--- config.mk ---
export PLATFORM = sky130hd
export DESIGN_NAME = jtag_tap_ctrl_flat
export DESIGN_NICKNAME = d
export VERILOG_FILES = /design/src/rtl/jtag_tap_ctrl_pkg.sv /design/src/rtl/jtag_tap_ctrl_if.sv /design/src/rtl/jtag_tap_ctrl_ir.sv /design/src/rtl/jtag_tap_ctrl.sv /design/src/flat_wrapper.sv
export SDC_FILE = /design/constraint.sdc
export NUM_CORES = 1
export LEC_CHECK = 0
export ABC_CLOCK_PERIOD_IN_PS = 1600
export CAP_MARGIN = 20
export CORE_MARGIN = 2
export CORE_UTILIZATION = 42
export CTS_BUF_LIST = sky130_fd_sc_hd__clkbuf_8 sky130_fd_sc_hd__clkbuf_16
export DETAILED_ROUTE_END_ITERATION = 12
export PLACE_DENSITY_LB_ADDON = 0.08
export SLEW_MARGIN = 20
export SYNTH_ARGS = -nofsm -noshare
export SYNTH_HDL_FRONTEND = slang
export SYNTH_SLANG_ARGS = --single-unit
--- constraint.sdc ---
create_clock -name CK -period 1.6 [get_ports CK]
set_input_delay 0.4 -clock CK [delete_from_list [all_inputs] [get_ports CK]]
set_output_delay 0.4 -clock CK [all_outputs]
set_load 0.05 [all_outputs]
--- src/rtl/jtag_tap_ctrl_pkg.sv ---
// Shared types, opcodes and the 1149.1 TMS transition graph for the s9234 TAP controller.
package jtag_tap_ctrl_pkg;

    typedef enum logic [3:0] {
        StTlr, StRti, StSelDr, StCapDr, StShDr, StEx1Dr, StPaDr, StEx2Dr, StUpdDr,
        StSelIr, StCapIr, StShIr, StEx1Ir, StPaIr, StEx2Ir, StUpdIr
    } tap_state_t;

    localparam int unsigned IR_W_DEF     = 4;
    localparam int unsigned OP_EXTEST    = 0;
    localparam int unsigned OP_SAMPLE    = 1;
    localparam int unsigned OP_INTEST_IS = 2;
    localparam int unsigned OP_IDCODE    = 3;

    // Low bits of the IR capture value; upper bits are zero.
    localparam logic [1:0] IR_CAPTURE_LSBS = 2'b01;

    function automatic tap_state_t tap_next(input tap_state_t s, input logic tms);
        tap_state_t n;
        case (s)
            StTlr:   n = tms ? StTlr   : StRti;
            StRti:   n = tms ? StSelDr : StRti;
            StSelDr: n = tms ? StSelIr : StCapDr;
            StCapDr: n = tms ? StEx1Dr : StShDr;
            StShDr:  n = tms ? StEx1Dr : StShDr;
            StEx1Dr: n = tms ? StUpdDr : StPaDr;
            StPaDr:  n = tms ? StEx2Dr : StPaDr;
            StEx2Dr: n = tms ? StUpdDr : StShDr;
            StUpdDr: n = tms ? StSelDr : StRti;
            StSelIr: n = tms ? StTlr   : StCapIr;
            StCapIr: n = tms ? StEx1Ir : StShIr;
            StShIr:  n = tms ? StEx1Ir : StShIr;
            StEx1Ir: n = tms ? StUpdIr : StPaIr;
            StPaIr:  n = tms ? StEx2Ir : StPaIr;
            StEx2Ir: n = tms ? StUpdIr : StShIr;
            StUpdIr: n = tms ? StSelDr : StRti;
            default: n = StTlr;
        endcase
        return n;
    endfunction

endpackage

--- src/rtl/jtag_tap_ctrl_if.sv ---
// Serial test-port and chain-control signals between the TAP controller and its environment.
interface jtag_tap_ctrl_if #(
    parameter int unsigned IR_W = jtag_tap_ctrl_pkg::IR_W_DEF
);
    logic            TMS;
    logic            TDI;
    logic            TDO_BSR;
    logic            TDO_ISR;
    logic            clockdr;
    logic            updatedr;
    logic            shiftdr;
    logic            clockdr_is;
    logic            updatedr_is;
    logic            shiftdr_is;
    logic            TDO;
    logic            TDO_EN;
    logic [IR_W-1:0] ir_q;

    modport master (
        output TMS, TDI, TDO_BSR, TDO_ISR,
        input  clockdr, updatedr, shiftdr, clockdr_is, updatedr_is, shiftdr_is, TDO, TDO_EN, ir_q
    );

    modport slave (
        input  TMS, TDI, TDO_BSR, TDO_ISR,
        output clockdr, updatedr, shiftdr, clockdr_is, updatedr_is, shiftdr_is, TDO, TDO_EN, ir_q
    );
endinterface

--- src/rtl/jtag_tap_ctrl_ir.sv ---
// Instruction shift/update registers and chain-select decode.
// JTAG_IDCODE_EN makes IDCODE the reset instruction and enables its decode.
module jtag_tap_ctrl_ir
    import jtag_tap_ctrl_pkg::*;
#(
    parameter int unsigned IR_W = IR_W_DEF
) (
    input  logic            i_clk,
    input  logic            i_rst,
    input  tap_state_t      i_state_q,
    input  tap_state_t      i_state_d,
    input  logic            i_tdi,
    output logic            o_ir_lsb,
    output logic [IR_W-1:0] o_ir_q,
    output logic            o_sel_bsr,
    output logic            o_sel_isr,
    output logic            o_sel_byp,
    output logic            o_sel_id
);
    localparam logic [IR_W-1:0] IrCapture = IR_W'(IR_CAPTURE_LSBS);
`ifdef JTAG_IDCODE_EN
    localparam logic [IR_W-1:0] IrReset = IR_W'(OP_IDCODE);
`else
    localparam logic [IR_W-1:0] IrReset = '1;
`endif

    logic [IR_W-1:0] r_ir_sr;
    logic [IR_W-1:0] r_ir_q;

    // Shift acts on the state being left; the update register follows next-state decode.
    always_ff @(posedge i_clk or posedge i_rst) begin
        if (i_rst) begin
            r_ir_sr <= IrCapture;
            r_ir_q  <= IrReset;
        end else begin
            if (i_state_q == StCapIr) begin
                r_ir_sr <= IrCapture;
            end else if (i_state_q == StShIr) begin
                r_ir_sr <= {i_tdi, r_ir_sr[IR_W-1:1]};
            end
            if (i_state_d == StTlr) begin
                r_ir_q <= IrReset;
            end else if (i_state_d == StUpdIr) begin
                r_ir_q <= r_ir_sr;
            end
        end
    end

    always_comb begin
        o_sel_bsr = (r_ir_q == IR_W'(OP_EXTEST)) || (r_ir_q == IR_W'(OP_SAMPLE));
        o_sel_isr = (r_ir_q == IR_W'(OP_INTEST_IS));
`ifdef JTAG_IDCODE_EN
        o_sel_id  = (r_ir_q == IR_W'(OP_IDCODE));
`else
        o_sel_id  = 1'b0;
`endif
        o_sel_byp = !(o_sel_bsr || o_sel_isr || o_sel_id);
    end

    assign o_ir_lsb = r_ir_sr[0];
    assign o_ir_q   = r_ir_q;
endmodule

--- src/rtl/jtag_tap_ctrl.sv ---
// IEEE 1149.1 TAP controller driving the s9234 BSR/ISR chains; TDO mux and bypass/ID registers.
// JTAG_IDCODE_EN adds the 32-bit ID register and the IDCODE instruction.
module jtag_tap_ctrl
    import jtag_tap_ctrl_pkg::*;
#(
    parameter int unsigned IR_W = IR_W_DEF
`ifdef JTAG_IDCODE_EN
  , parameter logic [31:0] IDCODE_VAL = 32'h0923_4001
`endif
) (
    input logic              CK,
    input logic              RST,
    jtag_tap_ctrl_if.slave   bus
);
    tap_state_t r_state;
    tap_state_t w_state_d;
    logic       w_ir_lsb;
    logic       w_sel_bsr, w_sel_isr, w_sel_byp, w_sel_id;
    logic       w_dr_act, w_dr_bit, w_tdo_d;
    logic       r_byp, r_tdo, r_tdo_en;
    logic       r_clockdr, r_shiftdr, r_updatedr;
    logic       r_clockdr_is, r_shiftdr_is, r_updatedr_is;
`ifdef JTAG_IDCODE_EN
    logic [31:0] r_id_sr;
`endif

    jtag_tap_ctrl_ir #(.IR_W(IR_W)) u_ir (
        .i_clk     (CK),
        .i_rst     (RST),
        .i_state_q (r_state),
        .i_state_d (w_state_d),
        .i_tdi     (bus.TDI),
        .o_ir_lsb  (w_ir_lsb),
        .o_ir_q    (bus.ir_q),
        .o_sel_bsr (w_sel_bsr),
        .o_sel_isr (w_sel_isr),
        .o_sel_byp (w_sel_byp),
        .o_sel_id  (w_sel_id)
    );

    always_ff @(posedge CK or posedge RST) begin
        if (RST) r_state <= StTlr;
        else     r_state <= w_state_d;
    end

    always_comb begin
        w_state_d = tap_next(r_state, bus.TMS);
        w_dr_act  = (w_state_d == StCapDr) || (w_state_d == StShDr);
        w_dr_bit  = 1'b0;
        unique case (1'b1)
            w_sel_bsr: w_dr_bit = bus.TDO_BSR;
            w_sel_isr: w_dr_bit = bus.TDO_ISR;
            w_sel_byp: w_dr_bit = r_byp;
`ifdef JTAG_IDCODE_EN
            w_sel_id:  w_dr_bit = r_id_sr[0];
`else
            w_sel_id:  w_dr_bit = 1'b0;
`endif
        endcase
        w_tdo_d = 1'b0;
        if (r_state == StShIr)      w_tdo_d = w_ir_lsb;
        else if (r_state == StShDr) w_tdo_d = w_dr_bit;
    end

    // Strobes come from next-state decode so they coincide with the state they name.
    always_ff @(posedge CK or posedge RST) begin
        if (RST) begin
            r_clockdr     <= 1'b0;
            r_shiftdr     <= 1'b0;
            r_updatedr    <= 1'b0;
            r_clockdr_is  <= 1'b0;
            r_shiftdr_is  <= 1'b0;
            r_updatedr_is <= 1'b0;
            r_tdo         <= 1'b0;
            r_tdo_en      <= 1'b0;
            r_byp         <= 1'b0;
        end else begin
            r_clockdr     <= w_dr_act && w_sel_bsr;
            r_shiftdr     <= (w_state_d == StShDr) && w_sel_bsr;
            r_updatedr    <= (w_state_d == StUpdDr) && w_sel_bsr;
            r_clockdr_is  <= w_dr_act && w_sel_isr;
            r_shiftdr_is  <= (w_state_d == StShDr) && w_sel_isr;
            r_updatedr_is <= (w_state_d == StUpdDr) && w_sel_isr;
            r_tdo         <= w_tdo_d;
            r_tdo_en      <= (r_state == StShIr) || (r_state == StShDr);
            if (r_state == StCapDr)      r_byp <= 1'b0;
            else if (r_state == StShDr)  r_byp <= bus.TDI;
            else if (w_state_d == StTlr) r_byp <= 1'b0;
        end
    end

`ifdef JTAG_IDCODE_EN
    always_ff @(posedge CK or posedge RST) begin
        if (RST)                                r_id_sr <= IDCODE_VAL;
        else if (r_state == StCapDr && w_sel_id) r_id_sr <= IDCODE_VAL;
        else if (r_state == StShDr && w_sel_id)  r_id_sr <= {bus.TDI, r_id_sr[31:1]};
    end
`endif

    assign bus.clockdr     = r_clockdr;
    assign bus.shiftdr     = r_shiftdr;
    assign bus.updatedr    = r_updatedr;
    assign bus.clockdr_is  = r_clockdr_is;
    assign bus.shiftdr_is  = r_shiftdr_is;
    assign bus.updatedr_is = r_updatedr_is;
    assign bus.TDO         = r_tdo;
    assign bus.TDO_EN      = r_tdo_en;
endmodule

--- src/flat_wrapper.sv ---
// flat-port wrapper written by rule: the top's interface ports become plain ports
module jtag_tap_ctrl_flat import jtag_tap_ctrl_pkg::*;
#(
    parameter int unsigned IR_W = IR_W_DEF

)
  (CK, RST, bus_TMS, bus_TDI, bus_TDO_BSR, bus_TDO_ISR, bus_clockdr, bus_updatedr, bus_shiftdr, bus_clockdr_is, bus_updatedr_is, bus_shiftdr_is, bus_TDO, bus_TDO_EN, bus_ir_q);
  jtag_tap_ctrl_if #(.IR_W(IR_W)) bus_i ();
  input logic CK;
  input logic RST;
  input wire logic [$bits(bus_i.TMS)-1:0] bus_TMS;
  input wire logic [$bits(bus_i.TDI)-1:0] bus_TDI;
  input wire logic [$bits(bus_i.TDO_BSR)-1:0] bus_TDO_BSR;
  input wire logic [$bits(bus_i.TDO_ISR)-1:0] bus_TDO_ISR;
  output wire logic [$bits(bus_i.clockdr)-1:0] bus_clockdr;
  output wire logic [$bits(bus_i.updatedr)-1:0] bus_updatedr;
  output wire logic [$bits(bus_i.shiftdr)-1:0] bus_shiftdr;
  output wire logic [$bits(bus_i.clockdr_is)-1:0] bus_clockdr_is;
  output wire logic [$bits(bus_i.updatedr_is)-1:0] bus_updatedr_is;
  output wire logic [$bits(bus_i.shiftdr_is)-1:0] bus_shiftdr_is;
  output wire logic [$bits(bus_i.TDO)-1:0] bus_TDO;
  output wire logic [$bits(bus_i.TDO_EN)-1:0] bus_TDO_EN;
  output wire logic [$bits(bus_i.ir_q)-1:0] bus_ir_q;
  assign bus_i.TMS = bus_TMS;
  assign bus_i.TDI = bus_TDI;
  assign bus_i.TDO_BSR = bus_TDO_BSR;
  assign bus_i.TDO_ISR = bus_TDO_ISR;
  assign bus_clockdr = bus_i.clockdr;
  assign bus_updatedr = bus_i.updatedr;
  assign bus_shiftdr = bus_i.shiftdr;
  assign bus_clockdr_is = bus_i.clockdr_is;
  assign bus_updatedr_is = bus_i.updatedr_is;
  assign bus_shiftdr_is = bus_i.shiftdr_is;
  assign bus_TDO = bus_i.TDO;
  assign bus_TDO_EN = bus_i.TDO_EN;
  assign bus_ir_q = bus_i.ir_q;
  jtag_tap_ctrl #(.IR_W(IR_W)) u_core (.CK(CK), .RST(RST), .bus(bus_i));
endmodule
==> impl.org <==
** Status
- The run finished with clean final reports.

** Floorplan
- The die is 54.6 um tall.
- Area of the placeable core :: 2450 um2
- The die covers 2980 um2.
- Std-Cell Rows :: 18
- Die width :: 54.6 um
- Pin placement for this block handled 18 I/O pins.
- Starting density of the core :: 43.7%

** Final layout
- After filler insertion, the fill cell instance count of the layout stands at 211.
- Across the whole layout, storage elements account for 532 um2.
- For this run, the post-layout net count is 145.
- 0 antenna diodes ended up in the layout.
- Area of the multi-input gates :: 482 um2
- From synthesis to final layout, the design area changed by 36.8%.
- The post-route netlist has 23.9% of its cells at a drive strength greater than 1.
- Cell area after layout :: 1470 um2

** Critical path
- Origin of the critical flop-to-flop path :: u_core.r_state[0]
- Required time reported for the critical path endpoint :: 1780 ps
- Measured in cells, the most critical reg-to-reg path has a length of 4.
- Maximum single-stage delay on the critical path :: 640 ps
- Setup slack on the worst reg-to-reg path comes out at 140 ps.
- End of the worst register-to-register path :: u_core.bus.TDO
- The critical path in this run is classified as in -> reg.
- The signal on the critical path passes through clkdlybuf4s50_1, buf_4, nand3_1, mux2i_1, nand2_1.
- For the worst setup path, the data arrival time is 1730 ps.
- STA classifies the critical path endpoint as a register.
- Category of the worst setup path launch point :: input pin
- Crit-path max FO :: 8
- On the critical path, the stage with the largest delay is an instance of clkdlybuf4s50_1.

** STA
- After layout, the worst path uses 96.7% of the clock period.
- Setup slack closes at 52.5 ps.
- Headroom to the max-slew limit came out at 76.3%.
- Fmax :: 646 MHz
- The max-slew violation count is 0.
- Count of endpoints failing hold in the final timing report :: 0
- Count of endpoints failing setup in the final report :: 0
- Counting I/O delays and the setup requirement, the final critical path takes 1550 ps.
- Unrepaired setup endpoints after global routing :: no
- Least-Margin Pin Slew :: 355 ps
- The tightest hold path in the finished design has a slack of 470 ps.
- Across the routed clock network, the largest skew measured is 2.13 ps.

** Logic synthesis
- Dominant cell by count in the synthesized netlist :: nand2_1
- Yosys top cell by area :: dfrtp_1
- The number of nets in the synthesized netlist is 123.
- Of all flip-flops after synthesis, the portion carrying an async set or reset was 100%.
- Library cells used by synthesis :: 34
- Register bit count reported by yosys :: 21
- In this run, synthesis inferred 0 flip-flops with an integrated enable.
- For this run, the number of Yosys warnings is 0.
- Gate count of the mapped netlist :: 117
- Dividing the synthesized area by the synthesized cell count gives 9.18 um2.
- After synthesis, flip-flops and latches occupy 49.5% of the total area.
- Cell types occupying the most area after synthesis :: dfrtp_1, dfstp_2, nand2_1
- After synthesis, the largest area contributor takes up 37.3% of total cell area.
- Top flip-flop cell by instance count after synthesis :: dfrtp_1
- Post-synth top cells :: nand2_1, dfrtp_1, nor2_1
- After synthesis the cells add up to 1070 um2.

** CTS
- Sinks on Clock Net :: 21
- Worst-skew pair later-pin latency :: 250 ps
- After clock tree synthesis, the flow added hold-fix buffers numbering 0.
- TritonCTS built the clock tree.
- The number of clock buffers added by TritonCTS is 3.
- Clock tree root buffer cell :: clkbuf_8
- In this run, post-CTS repair resized a total of 0 instances.
- CTS built an H-tree with a depth of 1.
- Counting along the longest clock path gives a buffer depth of 2.
- Post-CTS clock slew at the launch and capture registers of the worst setup and hold paths :: 70 ps
- Setup repair bufs after CTS :: 0

** Drt
- Post-detailed-route count of antenna-violating nets :: 0
- In the final routed layout, each cell accounts on average for 13.0 um.
- The final route contains 887 vias.
- After the first detailed-routing iteration, the DRC count stood at 16.
- Total Wirelength :: 2190 um
- First-pass DRT Iterations :: 4
- Using the TritonRoute via totals, the vias-per-cell ratio works out to 5.28.
- Number of remaining DRC errors :: 0

** GRT
- For this run, the total global-route usage over all layers was measured as 18.1%.
- The first global-routing pass estimated 3820 um of wire.
- Number of global-route vias before repair :: 845
- Number of antenna violations at the first check in global routing :: 0
- Total congestion overflow :: 0
- Entering global routing, the biggest net connects 22 pins.

** Power
- P per Cell Area :: 1730 nW/um2
- The worst-case IR drop observed on VDD is 0.00106 V.
- In this run the static leakage power is 0.662 nW.

** Placed design
- Detail Placement HPWL :: 1560 um
- Pre-CTS setup slack :: -210 ps
- Global placement routability congestion :: 0.813
- Count of input and output buffers :: 17
- Once placement finished, the instance area stood at 1420 um2.

** Min path
- Min-delay worst type :: in -> async

** Run
- Max-cap violations in this run came to 0.
==> flip-flops by register name (all words and copies together), names as in the netlist <==
signal,count
u_core.u_ir.o_ir_q,4
u_core.r_state,4
u_core.bus.TDO,1
u_core.bus.TDO_EN,1
u_core.bus.clockdr,1
u_core.bus.clockdr_is,1
u_core.bus.shiftdr,1
u_core.bus.updatedr_is,1
u_core.bus.shiftdr_is,1
u_core.bus.updatedr,1
u_core.u_ir.r_ir_sr,4
u_core.r_byp,1
==> how the worst max path moves through the flow <==
stage	from	end	slack [ps]	cells past startpoint
floorplan	u_core.u_ir.o_ir_q[1]	u_core.bus.TDO	210	4
global placement	bus_TMS	u_core.u_ir.o_ir_q[3]	-120	5
detailed placement	bus_TMS	u_core.u_ir.o_ir_q[3]	-210	5
CTS	bus_TMS	u_core.u_ir.o_ir_q[3]	70	5
global route	bus_TMS	u_core.r_state[0]	5	5
finish	bus_TMS	u_core.u_ir.o_ir_q[3]	50	5
==> layout make-up <==
class	instances	area share, %
inverters	4	1.02
clock inverters	1	0.256
multi-input cells	83	32.8
clock buffers	3	2.81
flip-flops and latches	21	36.2
repair buffers	26	24.4
well taps	30	2.56
==> where the power goes <==
part / switching (mW) / internal, mW
combinational: 0.669 / 0.580
clock: 0.163 / 0.171
sequential: 0.238 / 0.721
total: 1.07 / 1.47
==> cells in the final DEF, fill, tap and decap left out, types with 8 or more instances in the layout <==
| cell type | instances |
|---|---|
| nor2_1 | 11 |
| buf_12 | 12 |
| o21ai_1 | 8 |
| nand2_1 | 18 |
| dfrtp_1 | 16 |
| buf_4 | 9 |
==> kinds of logic after synthesis <==
kind of cell,Yosys count,synth area share [%]
AO/OA/AOI/OAI,27,16.4
XOR/XNOR,2,1.63
buffers and inverters,13,5.59
flip-flops,21,49.5
multiplexers,3,2.80
AND/OR/NAND/NOR,51,24.0
==> metal layers <==
metal  global-route usage (%)  wire [um]  vias to the layer above  part of all wire [%]
met3                     3.83        104                        2                   4.8
met4                     9.17         16                        0                  0.73
met5                        0          0                        -                     0
met1                     25.4       1040                      418                    48
met2                     26.3       1030                       21                    47
li1                         -          -                      446                     -
==> metrics by stage <==
stage / total power [mW] / utilization [%] / TNS (ps) / std cells
after floorplan: 1.75 / - / 0 / 117
after global placement: 2.19 / 58.0 / -1120 / 164
after detailed placement: 2.21 / 58.0 / -1880 / 164
after CTS: 2.56 / 59.8 / 0 / 168
after global routing: 2.74 / 59.8 / 0 / 168
final: 2.54 / 59.8 / 0 / 168
==> worst max-delay path, delay by kind of cell <==
kind / cells / cell delay (ps)
simple gates: 2 / 270
mux: 1 / 220
buf+inv: 2 / 830
Power figures use the tool's default switching activity.
